===== config.mk =====
export PLATFORM = sky130hd
export DESIGN_NAME = cheri_dmem_responder
export DESIGN_NICKNAME = d
export VERILOG_FILES = /design/src/rtl/cheri_pkg.sv /design/src/rtl/prim_secded_inv_39_32_enc.sv /design/src/rtl/cheri_dmem_responder.sv
export SDC_FILE = /design/constraint.sdc
export NUM_CORES = 1
export LEC_CHECK = 0
export CAP_MARGIN = 20
export CORE_UTILIZATION = 44
export DETAILED_ROUTE_END_ITERATION = 6
export GPL_ROUTABILITY_DRIVEN = 0
export PLACE_DENSITY = 0.95
export REMOVE_ABC_BUFFERS = 1
export SLEW_MARGIN = 20
export SYNTH_ARGS = -nofsm -noshare
export SYNTH_HDL_FRONTEND = slang
export SYNTH_HIERARCHICAL = 1
export SYNTH_SLANG_ARGS = --single-unit

===== constraint.sdc =====
create_clock -name clk_i -period 6.2 [get_ports clk_i]
set_clock_uncertainty 0.1 [all_clocks]
set_input_delay 1.24 -clock clk_i [delete_from_list [all_inputs] [get_ports clk_i]]
set_output_delay 1.24 -clock clk_i [all_outputs]
set_load 0.05 [all_outputs]

===== src/rtl/cheri_pkg.sv =====
// Shared types for the CHERI data-memory responder: response pipeline entry,
// error-cause encoding and the request classifier.
package cheri_pkg;

    localparam int unsigned CapWidth = 33;
    localparam int unsigned TagBit   = 32;

    typedef enum logic [2:0] {
        ErrNone,
        ErrRange,
        ErrAlign,
        ErrCapBe,
        ErrIntg
    } err_cause_e;

    typedef struct packed {
        logic                valid;
        logic                we;
        logic                err;
        logic                cap;
        logic [CapWidth-1:0] rdata;
    } resp_entry_t;

    function automatic err_cause_e classify(
        input logic       in_range,
        input logic [1:0] addr_lsb,
        input logic       is_cap,
        input logic [3:0] be,
        input logic       we,
        input logic       intg_ok
    );
        if (!in_range)            return ErrRange;
        if (addr_lsb != 2'b00)    return ErrAlign;
        if (is_cap && be != 4'hF) return ErrCapBe;
        if (we && !intg_ok)       return ErrIntg;
        return ErrNone;
    endfunction

endpackage


===== src/rtl/prim_secded_inv_39_32_enc.sv =====
// Inverted Hsiao SECDED (39,32) encoder: data passes through in [31:0],
// check bits land in [38:32] and are inverted by 7'h2A.
module prim_secded_inv_39_32_enc (
    input  logic [31:0] data_i,
    output logic [38:0] data_o
);
    always_comb begin
        data_o         = {7'h00, data_i};
        data_o[32]     = ^(data_i & 32'h2606_BD25);
        data_o[33]     = ^(data_i & 32'hDEBA_8050);
        data_o[34]     = ^(data_i & 32'h413D_89AA);
        data_o[35]     = ^(data_i & 32'h3123_4ED1);
        data_o[36]     = ^(data_i & 32'hC2C1_323B);
        data_o[37]     = ^(data_i & 32'h2DCC_624C);
        data_o[38]     = ^(data_i & 32'h9850_5586);
        data_o[38:32]  = data_o[38:32] ^ 7'h2A;
    end
endmodule


===== src/rtl/cheri_dmem_responder.sv =====
// Data-memory responder for a CHERI core: validates each granted request, drives a
// tagged SRAM and returns fixed-latency, in-order responses with integrity bits.
module cheri_dmem_responder
    import cheri_pkg::*;
#(
    parameter int unsigned DataWidth   = 33,
    parameter logic [31:0] MemBase     = 32'h8000_0000,
    parameter int unsigned MemWords    = 4096,
    parameter int unsigned RespLatency = 1
) (
    input  logic                        clk_i,
    input  logic                        rst_i,
    input  logic                        data_req_i,
    input  logic                        data_is_cap_i,
    input  logic                        data_we_i,
    input  logic [3:0]                  data_be_i,
    input  logic [31:0]                 data_addr_i,
    input  logic [DataWidth-1:0]        data_wdata_i,
    input  logic [6:0]                  data_wdata_intg_i,
    output logic                        data_gnt_o,
    output logic                        data_rvalid_o,
    output logic [DataWidth-1:0]        data_rdata_o,
    output logic [6:0]                  data_rdata_intg_o,
    output logic                        data_err_o,
    input  logic                        stall_i,
    output logic                        mem_req_o,
    output logic                        mem_we_o,
    output logic [$clog2(MemWords)-1:0] mem_addr_o,
    output logic [4:0]                  mem_be_o,
    output logic [DataWidth-1:0]        mem_wdata_o,
    input  logic [DataWidth-1:0]        mem_rdata_i,
    output logic [15:0]                 err_cnt_o
);
    localparam int unsigned AddrWidth = $clog2(MemWords);
    localparam logic [32:0] MemSpan   = 33'(MemWords) * 33'd4;

    logic [31:0]  offset;
    logic         in_range;
    logic         intg_ok;
    logic         good;
    logic [38:0]  wcode;
    logic [38:0]  rcode;
    err_cause_e   cause;
    resp_entry_t  entry;
    resp_entry_t  head;
    resp_entry_t  tail;
    resp_entry_t  pipe [RespLatency];

    prim_secded_inv_39_32_enc u_wdata_enc (
        .data_i (data_wdata_i[31:0]),
        .data_o (wcode)
    );

    prim_secded_inv_39_32_enc u_rdata_enc (
        .data_i (tail.rdata[31:0]),
        .data_o (rcode)
    );

    always_comb begin
        offset     = data_addr_i - MemBase;
        in_range   = (data_addr_i >= MemBase) && ({1'b0, offset} < MemSpan);
        intg_ok    = (wcode == {data_wdata_intg_i, data_wdata_i[31:0]});
        cause      = classify(in_range, data_addr_i[1:0], data_is_cap_i, data_be_i,
                              data_we_i, intg_ok);
        data_gnt_o = data_req_i & ~stall_i & ~rst_i;
        good       = data_gnt_o && (cause == ErrNone);
    end

    always_comb begin
        mem_req_o           = good;
        mem_we_o            = data_we_i;
        mem_addr_o          = offset[AddrWidth+1:2];
        mem_be_o            = data_we_i ? {1'b1, data_be_i} : '0;
        mem_wdata_o         = data_wdata_i;
        mem_wdata_o[TagBit] = data_wdata_i[TagBit] & data_is_cap_i;
    end

    always_comb begin
        entry       = '0;
        entry.valid = data_gnt_o;
        entry.we    = data_we_i;
        entry.err   = (cause != ErrNone);
        entry.cap   = data_is_cap_i;
    end

    // SRAM data arrives while the entry sits in stage 0, so it is merged there
    // before moving on; with a one-cycle latency this merged view is the output.
    always_comb begin
        head = pipe[0];
        if (pipe[0].valid && !pipe[0].we && !pipe[0].err) begin
            head.rdata = {mem_rdata_i[TagBit] & pipe[0].cap, mem_rdata_i[TagBit-1:0]};
        end
    end

    assign tail = (RespLatency == 1) ? head : pipe[RespLatency-1];

    always_ff @(posedge clk_i or posedge rst_i) begin
        if (rst_i) begin
            for (int unsigned i = 0; i < RespLatency; i++) begin
                pipe[i] <= '0;
            end
        end else begin
            pipe[0] <= entry;
            for (int unsigned i = 1; i < RespLatency; i++) begin
                pipe[i] <= (i == 1) ? head : pipe[i-1];
            end
        end
    end

    always_ff @(posedge clk_i or posedge rst_i) begin
        if (rst_i) begin
            err_cnt_o <= '0;
        end else if (tail.valid && tail.err && (err_cnt_o != 16'hFFFF)) begin
            err_cnt_o <= err_cnt_o + 16'd1;
        end
    end

    always_comb begin
        data_rvalid_o     = tail.valid;
        data_err_o        = tail.valid & tail.err;
        data_rdata_o      = '0;
        data_rdata_intg_o = '0;
        if (tail.valid) begin
            data_rdata_o      = DataWidth'({tail.rdata[TagBit], rcode[31:0]});
            data_rdata_intg_o = rcode[38:32];
        end
    end

endmodule


### After elaboration in Yosys (flattened, before gate mapping)

Index checks and enable logic that the tools add are counted.

| word-level totals | value |
|---|---|
| input port bits | 115 |
| register bits | 20 |
| word-level logic and storage cells | 70 |
| output and inout bits | 111 |

| cells by class | value |
|---|---|
| reduce and logical (&&, ||, !) cells | 28 |
| $add $sub $neg | 2 |
| multiplexer cells | 21 |
| eq/ne operators | 3 |
| magnitude comparators | 2 |
| bitwise logic cells | 9 |

Operator list:

| cell | number |
|---|---|
| 32-bit parity | 14 |
| 33-bit 2-to-1 mux | 2 |
| 32-bit greater-or-equal comparator (second input constant) | 1 |
| 32-bit by 15-bit < comparator with 1-bit output (second input constant) | 1 |
| 32-bit subtractor (second input constant) | 1 |
| 3-bit 2-to-1 mux | 8 |
| 16-bit by 1-bit adder with 16-bit output (second input constant) | 1 |
| 16-bit inequality test (second input constant) | 1 |
| 1-bit 2-to-1 mux | 9 |
| 1-bit logical AND | 8 |
| 7-bit == test | 1 |
| 7-bit 2-to-1 mux | 1 |
| 3-bit NOT | 2 |
| 1-bit AND | 5 |
| 5-bit 2-to-1 mux | 1 |
| 4-bit inequality test (second input constant) | 1 |
| 1-bit zero test | 3 |
| 3-bit zero test | 1 |
| 3-bit nonzero test | 1 |
| 1-bit NOT | 2 |
| 2-bit nonzero test | 1 |

### Longest topological paths before layout

Gate-level depths: netlist of run 1.

| depth | value |
|---|---|
| word-level depth | 15 |
| gate-level depth with buffers | 8 |
| gate-level depth less buffers | 8 |

### Modules after synthesis

The synthesis of run 1 kept the hierarchy.

By module, submodules not included:

| module | area an instance (um2) | cells an instance | seq. area each (um2) | times used |
|---|---|---|---|---|
| cheri_dmem_responder | 2242.2 | 268 | 500.5 | 1 |
| prim_secded_inv_39_32_enc | 934.6 | 85 | 0.0 | 2 |

### Worst setup path after synthesis of run 1

Ideal clock, no wire load.

| timing | value |
|---|---|
| kind | in2out |
| from | input port data_wdata_i[4] |
| to | output port mem_req_o |
| buffers on the path | 0 |
| setup slack | 1345 ps |
| cell stages on the path | 8 |
| data required time | 4860 ps |
| arrival time | 3515 ps |
| path through | xnor3_1 > xnor2_2 > xnor3_1 > xnor2_1 > nand4_1 > nor4_1 > a31oi_1 > nor2b_1 |

| between the ends | value |
|---|---|
| elaborated cells on any way between the ends | 18 |
| those cells by class | eq/ne (1); mux (9); bitwise (1); reduce/logical (7) |

RTL lines:

| element | line | source |
|---|---|---|
| from (decl) | cheri_dmem_responder.sv:18 | `input logic [DataWidth-1:0] data_wdata_i,` |
| 32-bit parity * | prim_secded_inv_39_32_enc.sv:13 | `data_o[36] = ^(data_i & 32'hC2C1_323B);` |
| named net wcode[36] | cheri_dmem_responder.sv:41 | `logic [38:0] wcode;` |
| 7-bit == test * | cheri_dmem_responder.sv:62 | `intg_ok = (wcode == {data_wdata_intg_i, data_wdata_i[31:0]});` |
| 1-bit zero test * | cheri_pkg.sv:35 | `if (we && !intg_ok) return ErrIntg;` |
| 1-bit logical AND * | cheri_pkg.sv:35 |  |
| 1-bit 2-to-1 mux (2 in a row) | cheri_pkg.sv:35 |  |
| 1-bit 2-to-1 mux | cheri_pkg.sv:34 | `if (is_cap && be != 4'hF) return ErrCapBe;` |
| 1-bit 2-to-1 mux | cheri_pkg.sv:33 | `if (addr_lsb != 2'b00) return ErrAlign;` |
| 3-bit 2-to-1 mux * | cheri_pkg.sv:36 | `return ErrNone;` |
| 3-bit 2-to-1 mux * | cheri_pkg.sv:35 |  |
| 3-bit 2-to-1 mux * | cheri_pkg.sv:34 |  |
| 3-bit 2-to-1 mux * | cheri_pkg.sv:33 |  |
| 3-bit zero test * | cheri_dmem_responder.sv:66 | `good = data_gnt_o && (cause == ErrNone);` |
| 1-bit logical AND * | cheri_dmem_responder.sv:66 |  |
| to (decl) | cheri_dmem_responder.sv:26 | `output logic mem_req_o,` |

The timed path passes the listed nets; every way through them passes the cells marked *. The select of a mux whose other input is x is not followed.

### Worst setup path after layout of run 1

Ends and elaborated chain as after synthesis.

==> results of run 1 <==
-- cells in the final DEF (no fill, tap or decap), drive strengths merged, types with 2 or more instances in the layout --
master	Yosys	routed
or4	2	2
xor2	10	10
nand3	7	7
xnor3	28	28
nor3	3	3
buf	110	3
and2	76	76
nor4	5	5
and4	2	2
nand4	17	17
inv	3	3
nor2b	2	2
clkbuf	8	4
xor3	4	4
xnor2	116	116
dfrtp	20	20
mux2	2	2
nor3b	2	2
clkdlybuf4s50	0	200
nand2	8	8
nor2	4	4
-- registers in the layout (all words and copies together), names as in the netlist --
signal	count
err_cnt_o	16
data_rvalid_o	1
head	3
-- layout make-up --
cell class | instances | area share (%)
well taps | 108 | 2.47
repair buffers | 203 | 37.0
clock buffers | 4 | 1.01
flip-flops and latches | 20 | 9.14
multi-input cells | 297 | 50.2
inverters | 3 | 0.206
-- critical path, stage by stage --
cell             delay [ps]
clkdlybuf4s50_1         600
xnor3_1                 510
xnor2_2                 190
xnor3_1                 440
xnor2_1                 160
nand4_1                 120
nor4_1                  230
a31oi_1                 190
nor2b_1                 170
buf_4                   220
-- final timing paths --
check | slack (ps) | end | cells past startpoint
worst min-delay path | 400 | err_cnt_o[5] | 1
worst max register to register | 4280 | err_cnt_o[1] | 4
min in group asynchronous | 1350 | err_cnt_o[10] | 2
max in group asynchronous | 4180 | head[35] | 2
worst min register to register | 400 | err_cnt_o[5] | 1
worst max-delay path | 780 | mem_req_o | 10
-- kinds of logic after synthesis --
group / after synthesis / share of synthesized area (%)
mux: 2 / 0.548
compound gates: 5 / 1.25
fa+ha+maj: 1 / 0.304
buf+inv: 121 / 21.1
flops: 20 / 12.2
simple gates: 131 / 19.8
xor+xnor: 158 / 44.9
-- layer usage --
metal | vias to the layer above | share of wire, % | GRT usage, %
met2 | 187 | 54 | 41.6
met1 | 1461 | 37 | 22.6
met4 | 0 | 2.4 | 5.86
li1 | 1494 | - | -
met5 | - | 0 | 0
met3 | 19 | 6.9 | 3.83
-- power by group through the flow --
stage,combinational [W],clock (W),sequential [W]
2_1_floorplan,0.000213,0,0.000222
3_3_place_gp,0.000472,0,0.000171
3_5_place_dp,0.000484,0,0.000172
4_1_cts,0.000487,0.000102,0.000169
5_1_grt,0.000511,0.000108,0.000174
6_report,0.000483,0.0000994,0.000170
-- metrics by stage --
step,power [W],instance area [um^2]
final,0.000753,5480
after global routing,0.000793,5480
after CTS,0.000759,5480
after detailed placement,0.000656,5420
after global placement,0.000643,5420
after floorplan,0.000436,3260
==> impl_metrics.toml, run 1 <==
[run_status]
outcome = "finished, violations left"
violations = "DRC"

[detailed_routing]
routedWlPerCell_um = 16.3
ant_nets = 0
num_vias = 3161
drcViolationCount = 1
drt-initial-drc-count = 49
totalWireLength_um = 10400
dr.pass1.iters = 6
vias_per_cell = 4.98

[sta]
finalHoldViolations = 0
fin_crit_sh_pct = 87.4
slew_headroom_pct = 50.1
worst_slew_pin_slew_ps = 748
worst_slack_ps = 780
maxSlewViolCount = 0
period_needed_ps = 5420
fin_setup_tns_ps = 0
fmax_ghz = 0.184
setup-violations-final = 0
rsz0062_at_grt = "no"
hold_ws_ps = 400

[pwr]
ir_drop_uv = 88.7
powerDensity_nw_per_um2 = 138
switching_share_pct = 40.2
switchingPower_w = 0.000303
comb_power_share_pct = 64.2
seqPwrFrac_pct = 22.6
p_int_w = 0.000450
p_leak_nw = 2.21
pwr-share-clk_pct = 13.2

[grt]
grt_pass1_wl_um = 16200
antenna_found_initial = 0
grt.total_usage_pct = 21.0
grt-ovfl-total = 0
grt_max_degree = 42
grt_pass1_vias = 3216

[synthesis]
synth.most_common_cell = "xnor2_1"
ys_seq_area_share_pct = 12.2
synth_cell_types = 34
yosys.area.top_type = "xnor2_1"
yosys_most_used_dff = "dfrtp_1"
synth_async_sr_flop_share_pct = 100
netlist_instances = 438
yosys_warnings = 6
synth_area_um2 = 4110
syn_area_per_cell_um2 = 9.39
synth_top_cell_area_share_pct = 24.3
synth-seq-cells = 20
synth-edff-count = 0
synth_common_cells = "xnor2_1, buf_4, and2_1, xnor3_1, dfrtp_1"
synth_area_leaders = "xnor2_1, buf_4, xnor3_1, dfrtp_1, and2_1"

[job]
drv_cap = 0

[final_layout]
utilization_pct = 61.6
stdcell_count = 635
regArea_um2 = 500
fin_nets = 644
drive_above_1_share_pct = 3.04
multiInputGateArea_um2 = 2750
syn2layout_area_growth_pct = 33.2
n_fill_cell = 710
antenna_cells = 0

[cts]
path_clk_slew_ps = 70
hold_buffers = 0
cts_tree = "built"
cts_setup_buffers = 0
cts_sinks = 20
numCtsBuffers = 3
cts_resized = 0
cts-root-buf = "clkbuf_8"
cts_max_level = 1
insertion_delay_ps = 260
clockBufferDepth = 2

[die]
fp.coreArea_um2 = 8890
dieArea_um2 = 9730
ios = 226
die_x_um = 98.7
start_util_pct = 46.2
rows = 34
die_h_um = 98.7

[placed_design]
hpwlAfterDp_um = 8870
io_buffers = 201
dp.cells = 631
pre_cts_ws_ps = 767

[critical_path]
worstPathRequired_ps = 4860
r2r_start = "err_cnt_o[8]"
crit_path_start_kind = "input port"
crit_path_end_kind = "output pin"
arrival_ps = 4080
path_class = "input port to output pin"
path_max_fanout = 5
cp-startpoint = "data_wdata_i[4]"

[hold_path]
hp-class = "flip-flop to flip-flop"
hp-start = "err_cnt_o[5]"
Note: power is estimated with default switching activity, not from simulation.
==> run 2: changes to the inputs <==
--- a/config.mk
+++ b/config.mk
@@ -7,6 +7,7 @@
 export LEC_CHECK = 0
 export CAP_MARGIN = 20
 export CORE_UTILIZATION = 44
+export CTS_BUF_LIST = sky130_fd_sc_hd__clkbuf_16
 export DETAILED_ROUTE_END_ITERATION = 6
 export GPL_ROUTABILITY_DRIVEN = 0
 export PLACE_DENSITY = 0.95
==> constraint.sdc (replaced) <==
create_clock -name clk_i -period 6.2 [get_ports clk_i]
set_clock_uncertainty 0.1 [all_clocks]
set_input_delay 0.62 -clock clk_i [delete_from_list [all_inputs] [get_ports clk_i]]
set_output_delay 0.62 -clock clk_i [all_outputs]
set_load 0.05 [all_outputs]
==> run 2 against run 1 <==
  * The flow still finishes with violations (DRC)
  * Critical endpoint unchanged
  * Largest power group unchanged
  * Fmax grew 11%
  * Critical path type unchanged
  * Via count is 2.3% lower
  * Count of clock-buffer cells in the layout down 1
  * Highest routed layer unchanged
  * Largest cell class unchanged
==> impl_metrics.toml, run 2 (synthesized netlist as in run 1, its figures left out) <==
[cts]
cts-root-buf = "clkbuf_16"
cts_sinks = 20
hold_buffers = 0
clockBufferDepth = 2
cts_tree = "built"
cts_resized = 0
numCtsBuffers = 3
insertion_delay_ps = 250
cts_setup_buffers = 0
cts_max_level = 1
path_clk_slew_ps = 50

[grt]
grt_pass1_wl_um = 16300
antenna_found_initial = 0
grt_max_degree = 43
grt-ovfl-total = 0
grt_pass1_vias = 3229
grt.total_usage_pct = 21.3

[critical_path]
cp-startpoint = "data_wdata_i[23]"
path_max_fanout = 5
crit_path_end_kind = "output pin"
path_class = "input port to output pin"
r2r_start = "data_rvalid_o"
worstPathRequired_ps = 5480
rr_endpoint = "err_cnt_o[11]"
worst_r2r_path_depth = 6
crit_path_start_kind = "input port"
rrSetupSlack_ps = 3830
arrival_ps = 4150

[placed_design]
dpl_cell_area_um2 = 5420
hpwlAfterDp_um = 8750
io_buffers = 201

[pwr]
p_leak_nw = 2.21
powerDensity_nw_per_um2 = 143
ir_drop_uv = 98.3

[detailed_routing]
ant_nets = 0
routedWlPerCell_um = 16.3
num_vias = 3089
vias_per_cell = 4.88
drcViolationCount = 1
dr.pass1.iters = 6
drt-initial-drc-count = 75
totalWireLength_um = 10300

[sta]
maxSlewViolCount = 0
rsz0062_at_grt = "no"
setup-violations-final = 0
worst_slew_pin_slew_ps = 947
period_needed_ps = 4870
fin_crit_sh_pct = 78.5
slew_headroom_pct = 36.9
fin_setup_tns_ps = 0
fmax_ghz = 0.206
finalHoldViolations = 0

[final_layout]
fin_nets = 643
syn2layout_area_growth_pct = 33.5
stdcell_area_um2 = 5490
largest_reg_flops = 16
antenna_cells = 0
layout_common_cells = "clkdlybuf4s50_1, xnor2_1, and2_1"
n_fill_cell = 696
final_common_cell = "clkdlybuf4s50_1"
top_register = "err_cnt_o"
drive_above_1_share_pct = 2.48

[job]
drv_cap = 0

[hold_path]
worstHoldEndpoint = "err_cnt_o[5]"
hp-start = "err_cnt_o[5]"
worstHoldPathCells = 1
hp-class = "flip-flop to flip-flop"

[die]
fp.coreArea_um2 = 8890
start_util_pct = 46.2
die_x_um = 98.7
rows = 34
die_h_um = 98.7
dieArea_um2 = 9730
ios = 226

[run_status]
outcome = "finished, violations left"
violations = "DRC"
==> run 2: cell count changes in the layout (fill, tap and decap cells not counted), sizes merged <==
cell and change:
clkbuf -1, clkdlybuf4s50 +1, buf -2
==> run 2: worst max path at each step <==
stage                            to  slack, ps  depth (start not counted)
2_1_floorplan  data_rdata_intg_o[4]       1570                          6
3_3_place_gp              mem_req_o       1440                         10
3_5_place_dp              mem_req_o       1340                         10
4_1_cts                   mem_req_o       1350                         10
5_1_grt                   mem_req_o       1190                         10
6_report                  mem_req_o       1330                         10
==> run 2: final cells by class <==
class	count	area [um^2]	share of cell area [%]
clock buffers	3	75.1	1.37
inverters	3	11.3	0.205
multi-input cells	297	2750	50.1
flip-flops and latches	20	500	9.12
well taps	108	135	2.46
repair buffers	202	2020	36.8
==> run 2: power breakdown <==
part           total, W  switching, W  internal [W]
combinational  0.000480      0.000233      0.000248
clock          0.000130     0.0000449     0.0000850
sequential     0.000173     0.0000262      0.000147
total          0.000783      0.000304      0.000479
==> run 2: stage by stage <==
stage	instances	worst slack, ps	util (%)	power [W]	hold slack, ps
after detailed placement	630	1340	60.9	0.000658	382
after global routing	633	1190	61.8	0.000822	435
after CTS	633	1350	61.8	0.000789	409
final	633	1330	61.8	0.000783	400
after floorplan	320	1570	-	0.000436	484
after global placement	630	1440	60.9	0.000644	379
==> run 2: worst max-delay path: stages <==
cell and delay, ps:
clkdlybuf4s50_1 640, xnor3_1 440, xnor2_2 200, xnor3_1 430, xnor2_1 150, nand4_1 140
nor4_1 330, a31oi_1 220, nor2b_1 160, clkdlybuf4s50_1 810
==> run 2: per-layer routing <==
metal	vias to the layer above	part of all wire, %	GRT usage [%]
met5	-	0	0
met2	158	55	43.5
met1	1414	37	22.5
met4	0	1.4	4.13
li1	1506	-	-
met3	11	6.6	4.04
